==> config.mk <==
export PLATFORM = sky130hd
export DESIGN_NAME = csr_regfile
export DESIGN_NICKNAME = d
export VERILOG_FILES = /design/src/rtl/csr_regfile.sv
export SDC_FILE = /design/constraint.sdc
export NUM_CORES = 1
export LEC_CHECK = 0
export CORE_MARGIN = 2
export CORE_UTILIZATION = 44
export CTS_CLUSTER_SIZE = 20
export DETAILED_ROUTE_END_ITERATION = 8
export GPL_ROUTABILITY_DRIVEN = 1
export PLACE_DENSITY = 0.81
export SLEW_MARGIN = 5
export SYNTH_ARGS = -nofsm -noshare
export SYNTH_HDL_FRONTEND = slang
export SYNTH_SLANG_ARGS = --single-unit
==> constraint.sdc <==
create_clock -name clk -period 7.7 [get_ports clk]
set_input_delay 0.77 -clock clk [delete_from_list [all_inputs] [get_ports clk]]
set_output_delay 0.77 -clock clk [all_outputs]
set_load 0.1 [all_outputs]
==> src/rtl/csr_regfile.sv <==
// AXI4-Lite control/status register file with per-register RW/RO/TRIG behaviour.
// Write and read channels run as independent two-state handshake engines.
module csr_regfile #(
    parameter int                       NREG      = 4,
    parameter int                       DATA_W    = 32,
    parameter int                       ADDR_W    = 2,
    parameter logic [NREG-1:0]          RO_MASK   = '0,
    parameter logic [NREG-1:0]          TRIG_MASK = '0,
    parameter logic [NREG*DATA_W-1:0]   RST_VAL   = '0
) (
    input  logic                        clk,
    input  logic                        rst,
    input  logic [ADDR_W-1:0]           cbus_awaddr,
    input  logic                        cbus_awvalid,
    output logic                        cbus_awready,
    input  logic [DATA_W-1:0]           cbus_wdata,
    input  logic [DATA_W/8-1:0]         cbus_wstrb,
    input  logic                        cbus_wvalid,
    output logic                        cbus_wready,
    output logic [1:0]                  cbus_bresp,
    output logic                        cbus_bvalid,
    input  logic                        cbus_bready,
    input  logic [ADDR_W-1:0]           cbus_araddr,
    input  logic                        cbus_arvalid,
    output logic                        cbus_arready,
    output logic [DATA_W-1:0]           cbus_rdata,
    output logic [1:0]                  cbus_rresp,
    output logic                        cbus_rvalid,
    input  logic                        cbus_rready,
    output logic [NREG*DATA_W-1:0]      reg_q,
    input  logic [NREG*DATA_W-1:0]      ro_i,
    output logic [NREG-1:0]             wr_pulse
);

    localparam int         STRB_W      = DATA_W / 8;
    localparam logic [1:0] RESP_OKAY   = 2'b00;
    localparam logic [1:0] RESP_SLVERR = 2'b10;

    typedef enum logic {W_IDLE = 1'b0, W_RESP = 1'b1} wstate_e;
    typedef enum logic {R_IDLE = 1'b0, R_RESP = 1'b1} rstate_e;

    function automatic logic [DATA_W-1:0] merge_bytes(
        input logic [DATA_W-1:0] old_v,
        input logic [DATA_W-1:0] new_v,
        input logic [STRB_W-1:0] strb
    );
        logic [DATA_W-1:0] res;
        for (int b = 0; b < STRB_W; b++) begin
            res[b*8 +: 8] = strb[b] ? new_v[b*8 +: 8] : old_v[b*8 +: 8];
        end
        return res;
    endfunction

    function automatic logic addr_in_range(input logic [ADDR_W-1:0] a);
        return ({{(32-ADDR_W){1'b0}}, a} < 32'(NREG));
    endfunction

    // Write channel state
    wstate_e                  wstate_q, wstate_d;
    logic                     aw_held_q, aw_held_d;
    logic                     w_held_q, w_held_d;
    logic [ADDR_W-1:0]        awaddr_q, awaddr_d;
    logic [DATA_W-1:0]        wdata_q, wdata_d;
    logic [STRB_W-1:0]        wstrb_q, wstrb_d;
    logic                     awready_q, awready_d;
    logic                     wready_q, wready_d;
    logic                     bvalid_q, bvalid_d;
    logic [1:0]               bresp_q, bresp_d;
    logic [NREG-1:0]          wr_pulse_q, wr_pulse_d;
    logic [NREG*DATA_W-1:0]   regs_q, regs_d;

    // Read channel state
    rstate_e                  rstate_q, rstate_d;
    logic                     arready_q, arready_d;
    logic                     rvalid_q, rvalid_d;
    logic [1:0]               rresp_q, rresp_d;
    logic [DATA_W-1:0]        rdata_q, rdata_d;

    logic                     aw_hs_s, w_hs_s, ar_hs_s, commit_s;
    logic [ADDR_W-1:0]        cmt_addr_s;
    logic [DATA_W-1:0]        cmt_data_s;
    logic [STRB_W-1:0]        cmt_strb_s;
    logic [DATA_W-1:0]        rd_data_s;

    assign aw_hs_s    = cbus_awvalid && awready_q;
    assign w_hs_s     = cbus_wvalid && wready_q;
    assign ar_hs_s    = cbus_arvalid && arready_q;
    // A beat captured on the commit edge itself bypasses its holding register.
    assign cmt_addr_s = aw_hs_s ? cbus_awaddr : awaddr_q;
    assign cmt_data_s = w_hs_s ? cbus_wdata : wdata_q;
    assign cmt_strb_s = w_hs_s ? cbus_wstrb : wstrb_q;

    // Write FSM: collect AW and W in any order, commit, then hold the response.
    always_comb begin
        wstate_d  = wstate_q;
        aw_held_d = aw_held_q;
        w_held_d  = w_held_q;
        awaddr_d  = aw_hs_s ? cbus_awaddr : awaddr_q;
        wdata_d   = w_hs_s ? cbus_wdata : wdata_q;
        wstrb_d   = w_hs_s ? cbus_wstrb : wstrb_q;
        awready_d = awready_q;
        wready_d  = wready_q;
        bvalid_d  = bvalid_q;
        bresp_d   = bresp_q;
        commit_s  = 1'b0;
        case (wstate_q)
            W_IDLE: begin
                aw_held_d = aw_held_q || aw_hs_s;
                w_held_d  = w_held_q || w_hs_s;
                if (aw_held_d && w_held_d) begin
                    commit_s  = 1'b1;
                    aw_held_d = 1'b0;
                    w_held_d  = 1'b0;
                    bvalid_d  = 1'b1;
                    bresp_d   = addr_in_range(cmt_addr_s) ? RESP_OKAY : RESP_SLVERR;
                    awready_d = 1'b0;
                    wready_d  = 1'b0;
                    wstate_d  = W_RESP;
                end else begin
                    awready_d = !aw_held_d;
                    wready_d  = !w_held_d;
                end
            end
            W_RESP: begin
                if (bvalid_q && cbus_bready) begin
                    bvalid_d  = 1'b0;
                    bresp_d   = RESP_OKAY;
                    awready_d = 1'b1;
                    wready_d  = 1'b1;
                    wstate_d  = W_IDLE;
                end else begin
                    awready_d = 1'b0;
                    wready_d  = 1'b0;
                end
            end
            default: begin
                wstate_d  = W_IDLE;
                aw_held_d = 1'b0;
                w_held_d  = 1'b0;
                bvalid_d  = 1'b0;
                bresp_d   = RESP_OKAY;
                awready_d = 1'b0;
                wready_d  = 1'b0;
            end
        endcase
    end

    // Register next state: TRIG regs fall back to reset value unless rewritten.
    always_comb begin
        regs_d     = regs_q;
        wr_pulse_d = '0;
        for (int i = 0; i < NREG; i++) begin
            wr_pulse_d[i] = commit_s && addr_in_range(cmt_addr_s)
                            && (cmt_addr_s == ADDR_W'(i));
            if (wr_pulse_d[i] && !RO_MASK[i]) begin
                regs_d[i*DATA_W +: DATA_W] = merge_bytes(regs_q[i*DATA_W +: DATA_W],
                                                         cmt_data_s, cmt_strb_s);
            end else begin
                regs_d[i*DATA_W +: DATA_W] = TRIG_MASK[i] ? RST_VAL[i*DATA_W +: DATA_W]
                                                          : regs_q[i*DATA_W +: DATA_W];
            end
        end
    end

    // Write channel and register storage.
    always_ff @(posedge clk or posedge rst) begin
        if (rst) begin
            wstate_q   <= W_IDLE;
            aw_held_q  <= 1'b0;
            w_held_q   <= 1'b0;
            awaddr_q   <= '0;
            wdata_q    <= '0;
            wstrb_q    <= '0;
            awready_q  <= 1'b0;
            wready_q   <= 1'b0;
            bvalid_q   <= 1'b0;
            bresp_q    <= RESP_OKAY;
            wr_pulse_q <= '0;
            regs_q     <= RST_VAL;
        end else begin
            wstate_q   <= wstate_d;
            aw_held_q  <= aw_held_d;
            w_held_q   <= w_held_d;
            awaddr_q   <= awaddr_d;
            wdata_q    <= wdata_d;
            wstrb_q    <= wstrb_d;
            awready_q  <= awready_d;
            wready_q   <= wready_d;
            bvalid_q   <= bvalid_d;
            bresp_q    <= bresp_d;
            wr_pulse_q <= wr_pulse_d;
            regs_q     <= regs_d;
        end
    end

    // Read mux over current storage, so a same-edge write is not yet visible.
    always_comb begin
        rd_data_s = '0;
        for (int i = 0; i < NREG; i++) begin
            if (cbus_araddr == ADDR_W'(i)) begin
                rd_data_s = RO_MASK[i] ? ro_i[i*DATA_W +: DATA_W] : regs_q[i*DATA_W +: DATA_W];
            end else begin
                rd_data_s = rd_data_s;
            end
        end
    end

    // Read FSM: accept one address, then hold data until it is taken.
    always_comb begin
        rstate_d  = rstate_q;
        arready_d = arready_q;
        rvalid_d  = rvalid_q;
        rresp_d   = rresp_q;
        rdata_d   = rdata_q;
        case (rstate_q)
            R_IDLE: begin
                if (ar_hs_s) begin
                    arready_d = 1'b0;
                    rvalid_d  = 1'b1;
                    rdata_d   = addr_in_range(cbus_araddr) ? rd_data_s : '0;
                    rresp_d   = addr_in_range(cbus_araddr) ? RESP_OKAY : RESP_SLVERR;
                    rstate_d  = R_RESP;
                end else begin
                    arready_d = 1'b1;
                end
            end
            R_RESP: begin
                if (rvalid_q && cbus_rready) begin
                    rvalid_d  = 1'b0;
                    rresp_d   = RESP_OKAY;
                    arready_d = 1'b1;
                    rstate_d  = R_IDLE;
                end else begin
                    arready_d = 1'b0;
                end
            end
            default: begin
                rstate_d  = R_IDLE;
                arready_d = 1'b0;
                rvalid_d  = 1'b0;
                rresp_d   = RESP_OKAY;
                rdata_d   = '0;
            end
        endcase
    end

    // Read channel registers.
    always_ff @(posedge clk or posedge rst) begin
        if (rst) begin
            rstate_q  <= R_IDLE;
            arready_q <= 1'b0;
            rvalid_q  <= 1'b0;
            rresp_q   <= RESP_OKAY;
            rdata_q   <= '0;
        end else begin
            rstate_q  <= rstate_d;
            arready_q <= arready_d;
            rvalid_q  <= rvalid_d;
            rresp_q   <= rresp_d;
            rdata_q   <= rdata_d;
        end
    end

    assign cbus_awready = awready_q;
    assign cbus_wready  = wready_q;
    assign cbus_bvalid  = bvalid_q;
    assign cbus_bresp   = bresp_q;
    assign cbus_arready = arready_q;
    assign cbus_rvalid  = rvalid_q;
    assign cbus_rresp   = rresp_q;
    assign cbus_rdata   = rdata_q;
    assign reg_q        = regs_q;
    assign wr_pulse     = wr_pulse_q;

endmodule

==> flow_summary.ini, run 1 <==
[timing]
fmax_ghz = 0.317
post-route-period-util_pct = 41.0
hold_viol = 0
skew_ns = 0.00671
tightest_slew_ns = 1.04
fin_crit_ns = 3.16
finalSetupTns_ns = 0
rsz0062_at_grt = false
maxSlewViolCount = 0
slew_headroom_pct = 30.2
setup_viol = 0

[global_routing]
antenna_found_initial = 0
grt_pass1_wl_mm = 34.7
grt_max_degree = 145
grt_usage_pct = 20.6
gr-total-overflow = 0
first_global_vias = 6068

[placement]
gp_congestion = 0.796
io_buffers = 215
dp_hpwl_mm = 14.2

[route]
routed.top_layer = met4
drc = 0
dr_wl_met3_mm = 1.28
wire_per_inst_um = 21.1
drtIter0Drc = 155
ant_nets = 0
drt_pass1_iterations = 4
post_drt_via_cell_ratio = 5.39
wl_mm = 22.0
wl_met1_mm = 9.21
dr_wl_met2_mm = 10.8
via_count = 5613

[critical_path]
worstPathArrival_ns = 3.54
r2r_slack_ns = 4.88
endpoint_kind = flip-flop
reg2reg_depth = 5
required_ns = 8.08
regToRegStartpoint = cbus_wready$_DFF_PP0_
timing.rr.end = reg_q[55]$_DFFE_PP0P_
worstPathMaxFanout = 42
critPathLaunchType = input port
crit_type = in -> reg

[synth]
yosysTopAreaCellShare_pct = 60.0
synth.avg_cell_area_um2 = 16.5
synth_edf_count = 0
ys_async_sr_fraction_pct = 100
synth_cell_types = 38
synth_cells = 532
ys_top_cells_by_area = dfrtp_1 60%, mux2_2 24%, mux4_2 8.2%
netlist_area_um2 = 8800
ys.flop_type = dfrtp_1
ys_ff_latch = 211
synth_area_leader_cell = dfrtp_1
synth-seq-area-share_pct = 60.0
ys_warn_count = 0

[clock_network]
clock_latency_ns = 0.50
cts_tree = yes
cts_max_level = 1
cts_max_path_buffers = 3
clock-sinks = 211
ctsHoldBuffers = 0
clk_pin_slew_ns = 0.06
cts_root_buffer = clkbuf_16
cts-resized-gates = 0
post_cts.repair.setup_buffers = 0
cts_made_buffers = 23

[layout]
fillers = 1461
layout_commonest_cell = clkdlybuf4s50_1
syn_to_final_growth_pct = 36.5
drive_above_1_share_pct = 36.8
antenna_cells = 0
layout.nets = 937
final_cell_mix = 213 x clkdlybuf4s50_1, 211 x dfrtp_1, 191 x mux2_2

[floorplanning]
die_h_um = 145
design.core.area_um2 = 19500
die_w_um = 145
initial_core_util_pct = 45.1
ios = 348
rows = 51
fp.dieArea_um2 = 21100

[run]
drv_cap = 0

[status]
status = finished clean

[worst_hold_path]
hp-class = reg -> reg
hold-path-cell-count = 1
min_to = wstrb_q[1]$_DFF_PP0_
hold_start = wstrb_q[1]$_DFF_PP0_
## state kept, by name, summed over array words and instances, names as in the netlist, 2 cells and up
signal and count:
wr_pulse 4, wdata_q 32, awaddr_q 2, wstrb_q 4, reg_q 128, cbus_rdata 32
## worst max-delay path, cell delays in order
cell,delay [ns]
clkdlybuf4s50_1,0.50
nand2_2,0.11
buf_4,0.55
a31oi_1,0.34
nor2_1,0.84
mux2_2,0.42
## how the worst max path moves through the flow
| stage | startpoint | end | slack [ns] | cells after the start |
|---|---|---|---|---|
| 2_1_floorplan | rst | aw_held_q$_DFFE_PP0N_ | 1.16 | 1 |
| 3_3_place_gp | cbus_wvalid | reg_q[54]$_DFFE_PP0P_ | 4.03 | 6 |
| 3_5_place_dp | cbus_wvalid | reg_q[50]$_DFFE_PP0P_ | 4.00 | 6 |
| 4_1_cts | cbus_wvalid | reg_q[55]$_DFFE_PP0P_ | 4.50 | 6 |
| 5_1_grt | cbus_wvalid | reg_q[55]$_DFFE_PP0P_ | 4.37 | 6 |
| 6_report | cbus_wvalid | reg_q[55]$_DFFE_PP0P_ | 4.54 | 6 |
## per-stage QoR
stage               utilization (%)  setup WS, ns  instance area, um^2  hold WS (ns)  cells
finish                         61.5          4.54                12000         0.480   1042
global placement               57.7          4.03                11300         0.459   1002
detailed placement             57.7          4.00                11300         0.469   1002
CTS                            61.5          4.50                12000         0.483   1042
floorplan                         -          1.16                 8810         0.449    535
global route                   61.5          4.37                12000         0.500   1042
## layer usage
layer | vias up | GRT usage (%)
met1 | 2943 | 26.6
met5 | - | 0
li1 | 2442 | -
met3 | 46 | 4.73
met4 | 0 | 6.08
met2 | 182 | 34.9
## kinds of logic after synthesis
kind of cell	share of synthesized area (%)
buffers and inverters	1.34
AO/OA/AOI/OAI	1.78
multiplexers	33.1
flip-flops	60.0
AND/OR/NAND/NOR	3.72
other	0.0426
## layout make-up
class,instances,area [um^2],area share (%)
well taps,265,332,2.76
clock inverters,6,82.6,0.687
clock buffers,34,677,5.63
inverters,5,26.3,0.219
repair buffers,223,2200,18.3
flip-flops and latches,211,5280,43.9
multi-input cells,298,3420,28.4
## synth_stat cells (2+ instances only)
master    count
nand3b_1      2
nand2b_1      2
clkbuf_1      8
nor4_1        2
a21o_1        5
nor4_2        3
inv_1         4
nor4bb_1      2
o21ai_0       3
nor4_4        3
buf_4         4
a21oi_1       5
mux4_2       32
buf_1         5
dfrtp_1     211
nor2_2        4
and3_1        5
a31oi_1       5
mux2_2      191
buf_2         4
nand2_1      10
nor2_1        6
Power of run 1 is not shown: default switching activity piles up to over one toggle a cycle in this logic, so the estimate is an artifact.
==> run 2: changes to the inputs <==
==> constraint.sdc (replaced) <==
create_clock -name clk -period 3.1 [get_ports clk]
set_input_delay 0.31 -clock clk [delete_from_list [all_inputs] [get_ports clk]]
set_output_delay 0.31 -clock clk [all_outputs]
set_load 0.1 [all_outputs]
==> run 2 against run 1 <==
Routed wire length up 0.93%. Critical path depth down 5. Global-route usage up 0.50 points. Critical path type is now reg -> out. Critical endpoint is now reg_q[73]. Largest cell class unchanged.
==> flow_summary.ini, run 2 (synthesis results as in run 1) <==
[clock_network]
ctsHoldBuffers = 0
clock-sinks = 211
cts-resized-gates = 0
clk_pin_slew_ns = 0.06
cts_max_path_buffers = 3
cts_made_buffers = 23
cts_root_buffer = clkbuf_16
cts_tree = yes
clock_latency_ns = 0.50
post_cts.repair.setup_buffers = 0
cts_max_level = 1

[timing]
fmax_ghz = 0.421
maxSlewViolCount = 0
post-route-period-util_pct = 76.6
setup_ws_ns = 0.724
slew_headroom_pct = 32.7
skew_ns = 0.00787
finalSetupTns_ns = 0
setup_viol = 0
tightest_slew_ns = 1.01
hold_viol = 0
fin_crit_ns = 2.38
rsz0062_at_grt = false

[layout]
fillers = 1484
drive_above_1_share_pct = 40.2
antenna_cells = 0
syn_to_final_growth_pct = 37.9
final_util_pct = 62.1
layout_commonest_cell = dfrtp_1
largest_reg_flops = 128
final_cell_mix = 211 x dfrtp_1, 195 x clkdlybuf4s50_1, 191 x mux2_2
seqCellArea_um2 = 5280
layout.nets = 946
multi_input_area_um2 = 3420

[critical_path]
crit_chain = clkdlybuf4s50_1
r2r_slack_ns = 0.72
required_ns = 2.79
crit_type = reg -> out
regToRegStartpoint = awaddr_q[1]$_DFF_PP0_
critical_path.startpoint = reg_q[73]$_DFFE_PP0P_
worstPathArrival_ns = 2.07
critical_path.max_stage_delay_ns = 1.17
endpoint_kind = primary output
worstPathMaxFanout = 3
critPathLaunchType = flip-flop
crit_path_top_delay_cell = clkdlybuf4s50_1
crit_family = buffers and inverters
crit_buf_inv = 1
reg2reg_depth = 4
cp_num_cells = 1
timing.rr.end = reg_q[48]$_DFFE_PP0P_

[floorplanning]
die_h_um = 145
rows = 51
design.core.area_um2 = 19500
fp.dieArea_um2 = 21100
initial_core_util_pct = 45.1
die_w_um = 145
ios = 348

[route]
drtIter0Drc = 131
drt_pass1_iterations = 4
via_count = 5602
wl_mm = 22.2
drc = 0
post_drt_via_cell_ratio = 5.33
ant_nets = 0
wire_per_inst_um = 21.1

[global_routing]
grt_max_degree = 135
grt_usage_pct = 21.1
antenna_found_initial = 0
grt_pass1_wl_mm = 35.5
grt-busiest-layer = met2
grt_util_met2_pct = 35.9
gr-total-overflow = 0
first_global_vias = 6102
use_met1_pct = 27.8
use_met3_pct = 5.27

[placement]
gp_congestion = 0.747
pre_cts_slack_ns = 0.435
io_buffers = 215
dp_hpwl_mm = 15.0

[worst_hold_path]
hp-class = in -> async

[run]
drv_cap = 0

[status]
status = finished clean
run 2: stage by stage:
stage | cell area [um^2] | hold WS, ns | std cells
floorplan | 8820 | 0.449 | 535
global placement | 11300 | 0.459 | 1011
detailed placement | 11300 | 0.470 | 1011
CTS | 12100 | 0.418 | 1052
global route | 12100 | 0.447 | 1052
finish | 12100 | 0.342 | 1052
run 2: worst max path at each step:
stage / endpoint
6_report: reg_q[73]
5_1_grt: reg_q[23]$_DFFE_PP0P_
4_1_cts: reg_q[25]
3_5_place_dp: reg_q[23]$_DFFE_PP0P_
3_3_place_gp: reg_q[51]$_DFFE_PP0P_
2_1_floorplan: aw_held_q$_DFFE_PP0N_
run 2: final cells by class:
type	instances	share of cell area, %
clock buffers	30	5.29
clock inverters	11	1.59
inverters	5	0.186
multi-input cells	298	28.2
flip-flops and latches	211	43.5
well taps	265	2.73
repair buffers	232	18.5
run 2: tightest hold or removal path, stage by stage:
cell and delay (ns):
clkdlybuf4s50_1 0.45, clkinvlp_4 0.11, buf_12 0.46
run 2: routing by layer:
layer | share of wire, % | wire length, um
met5 | 0 | 0
met4 | 1.4 | 316
met3 | 6.1 | 1350
met2 | 50 | 11200
met1 | 42 | 9360
Power of run 2 is left out for the same reason.
==> run 3: changes to the inputs <==
==> constraint.sdc (replaced) <==
create_clock -name clk -period 2.4 [get_ports clk]
set_input_delay 0.24 -clock clk [delete_from_list [all_inputs] [get_ports clk]]
set_output_delay 0.24 -clock clk [all_outputs]
set_load 0.1 [all_outputs]
==> run 3 against run 2 <==
Worst hold slack got worse by 0.30 ns. Critical path depth increased by 3. First-iteration DRC count increased by 27%. Non-clock buffer count increased by 18. Routed wire length decreased by 1.3%. Sequential share of layout area increased by 0.98 points. Worst setup slack got worse by 0.45 ns. Via count increased by 0.95%. Critical path type is now reg -> reg. Critical endpoint is now reg_q[44]$_DFFE_PP0P_.
==> flow_summary.ini, run 3 (synthesis results as in run 1) <==
[layout]
layout_commonest_cell = dfrtp_1
syn_to_final_growth_pct = 34.9
largest_reg_flops = 128
drive_above_1_share_pct = 60.2
layout.nets = 963
final_cell_mix = 211 x dfrtp_1, 196 x buf_4, 191 x mux2_2
stdcell_area_um2 = 11900
final_util_pct = 60.8
antenna_cells = 0

[route]
drtIter0Drc = 166
drc = 0
via_count = 5655
wire_per_inst_um = 20.5
wl_mm = 21.9
ant_nets = 0
drt_pass1_iterations = 4
post_drt_via_cell_ratio = 5.29

[floorplanning]
die_w_um = 145
rows = 51
initial_core_util_pct = 45.1
ios = 348
design.core.area_um2 = 19500
die_h_um = 145
fp.dieArea_um2 = 21100

[clock_network]
cts_tree = yes
clk_pin_slew_ns = 0.06
cts-resized-gates = 0
cts_max_level = 1
post_cts.repair.setup_buffers = 0
cts_max_path_buffers = 3
ctsHoldBuffers = 0
cts_made_buffers = 22
cts_root_buffer = clkbuf_16
clock-sinks = 211
clock_latency_ns = 0.50

[global_routing]
antenna_found_initial = 0
grt_usage_pct = 20.9
first_global_vias = 6099
grt_max_degree = 80
gr-total-overflow = 0
grt_pass1_wl_mm = 35.3

[placement]
io_buffers = 215
dp_hpwl_mm = 15.2
dpl-instance-area_um2 = 11100
pre_cts_slack_ns = -0.0281
gp_congestion = 0.771

[timing]
post-route-period-util_pct = 88.4
fin_crit_ns = 2.12
hold_viol = 0
setup_ws_ns = 0.279
skew_ns = 0.00711
fmax_ghz = 0.471
slew_headroom_pct = 41.4
setup_viol = 0
rsz0062_at_grt = false
finalSetupTns_ns = 0
tightest_slew_ns = 0.876
maxSlewViolCount = 0

[run]
drv_cap = 0

[critical_path]
endpoint_kind = flip-flop
crit_path_top_delay_cell = nor2_1
worstPathMaxFanout = 8
regToRegStartpoint = awaddr_q[1]$_DFF_PP0_
crit_chain = nor4bb_1 -> mux2i_1 -> nor2_1 -> mux2_2
r2r_slack_ns = 0.28
required_ns = 2.78
crit_type = reg -> reg
worstPathArrival_ns = 2.50
timing.rr.end = reg_q[44]$_DFFE_PP0P_
critPathLaunchType = flip-flop
reg2reg_depth = 4
critical_path.max_stage_delay_ns = 0.69

[status]
status = finished clean

[worst_hold_path]
hp-class = in -> async
-- run 3: changes by cell type in the layout (fill, tap and decap cells not counted), sizes merged --
cell           delta
buf             +169
bufinv            -5
clkbuf            +5
clkinvlp          -5
clkdlybuf4s50   -151
clkinv            +4
-- run 3: critical path, delay by kind of cell, from the launching register on --
family        cells  cell delay [ns]
simple gates      2             0.99
mux               2             0.58
flops             1             0.43
-- run 3: layer usage --
metal	vias up	GRT usage, %	share of wire [%]
li1	2483	-	-
met1	2953	27.1	41
met2	187	36.5	51
met3	32	4.92	6.1
met4	0	3.92	1.4
met5	-	0	0
-- run 3: worst max-delay path by stage --
stage / start / to / slack, ns / depth (start not counted)
final: awaddr_q[1]$_DFF_PP0_ / reg_q[44]$_DFFE_PP0P_ / 0.28 / 4
after global routing: awaddr_q[1]$_DFF_PP0_ / reg_q[44]$_DFFE_PP0P_ / 0.15 / 4
after CTS: awaddr_q[1]$_DFF_PP0_ / reg_q[44]$_DFFE_PP0P_ / 0.29 / 4
after detailed placement: cbus_awvalid / reg_q[44]$_DFFE_PP0P_ / -0.03 / 5
after global placement: cbus_awvalid / reg_q[43]$_DFFE_PP0P_ / -0.01 / 5
after floorplan: rst / aw_held_q$_DFFE_PP0N_ / -0.58 / 1
-- run 3: final cells by class --
| cell class | count | area, um^2 |
|---|---|---|
| Fill cell | 1535 | 7660 |
| Sequential cell | 211 | 5280 |
| Multi-Input combinational cell | 298 | 3420 |
| Timing Repair Buffer | 250 | 2080 |
| Clock buffer | 35 | 711 |
| Tap cell | 265 | 332 |
| Clock inverter | 5 | 25.0 |
| Inverter | 5 | 22.5 |
-- run 3: metrics by stage --
stage / hold WS, ns / instances
floorplan: 0.405 / 535
detailed placement: 0.469 / 1029
global placement: 0.459 / 1029
CTS: 0.0262 / 1069
finish: 0.0390 / 1069
global route: 0.0388 / 1069
Power of run 3 is left out for the same reason.
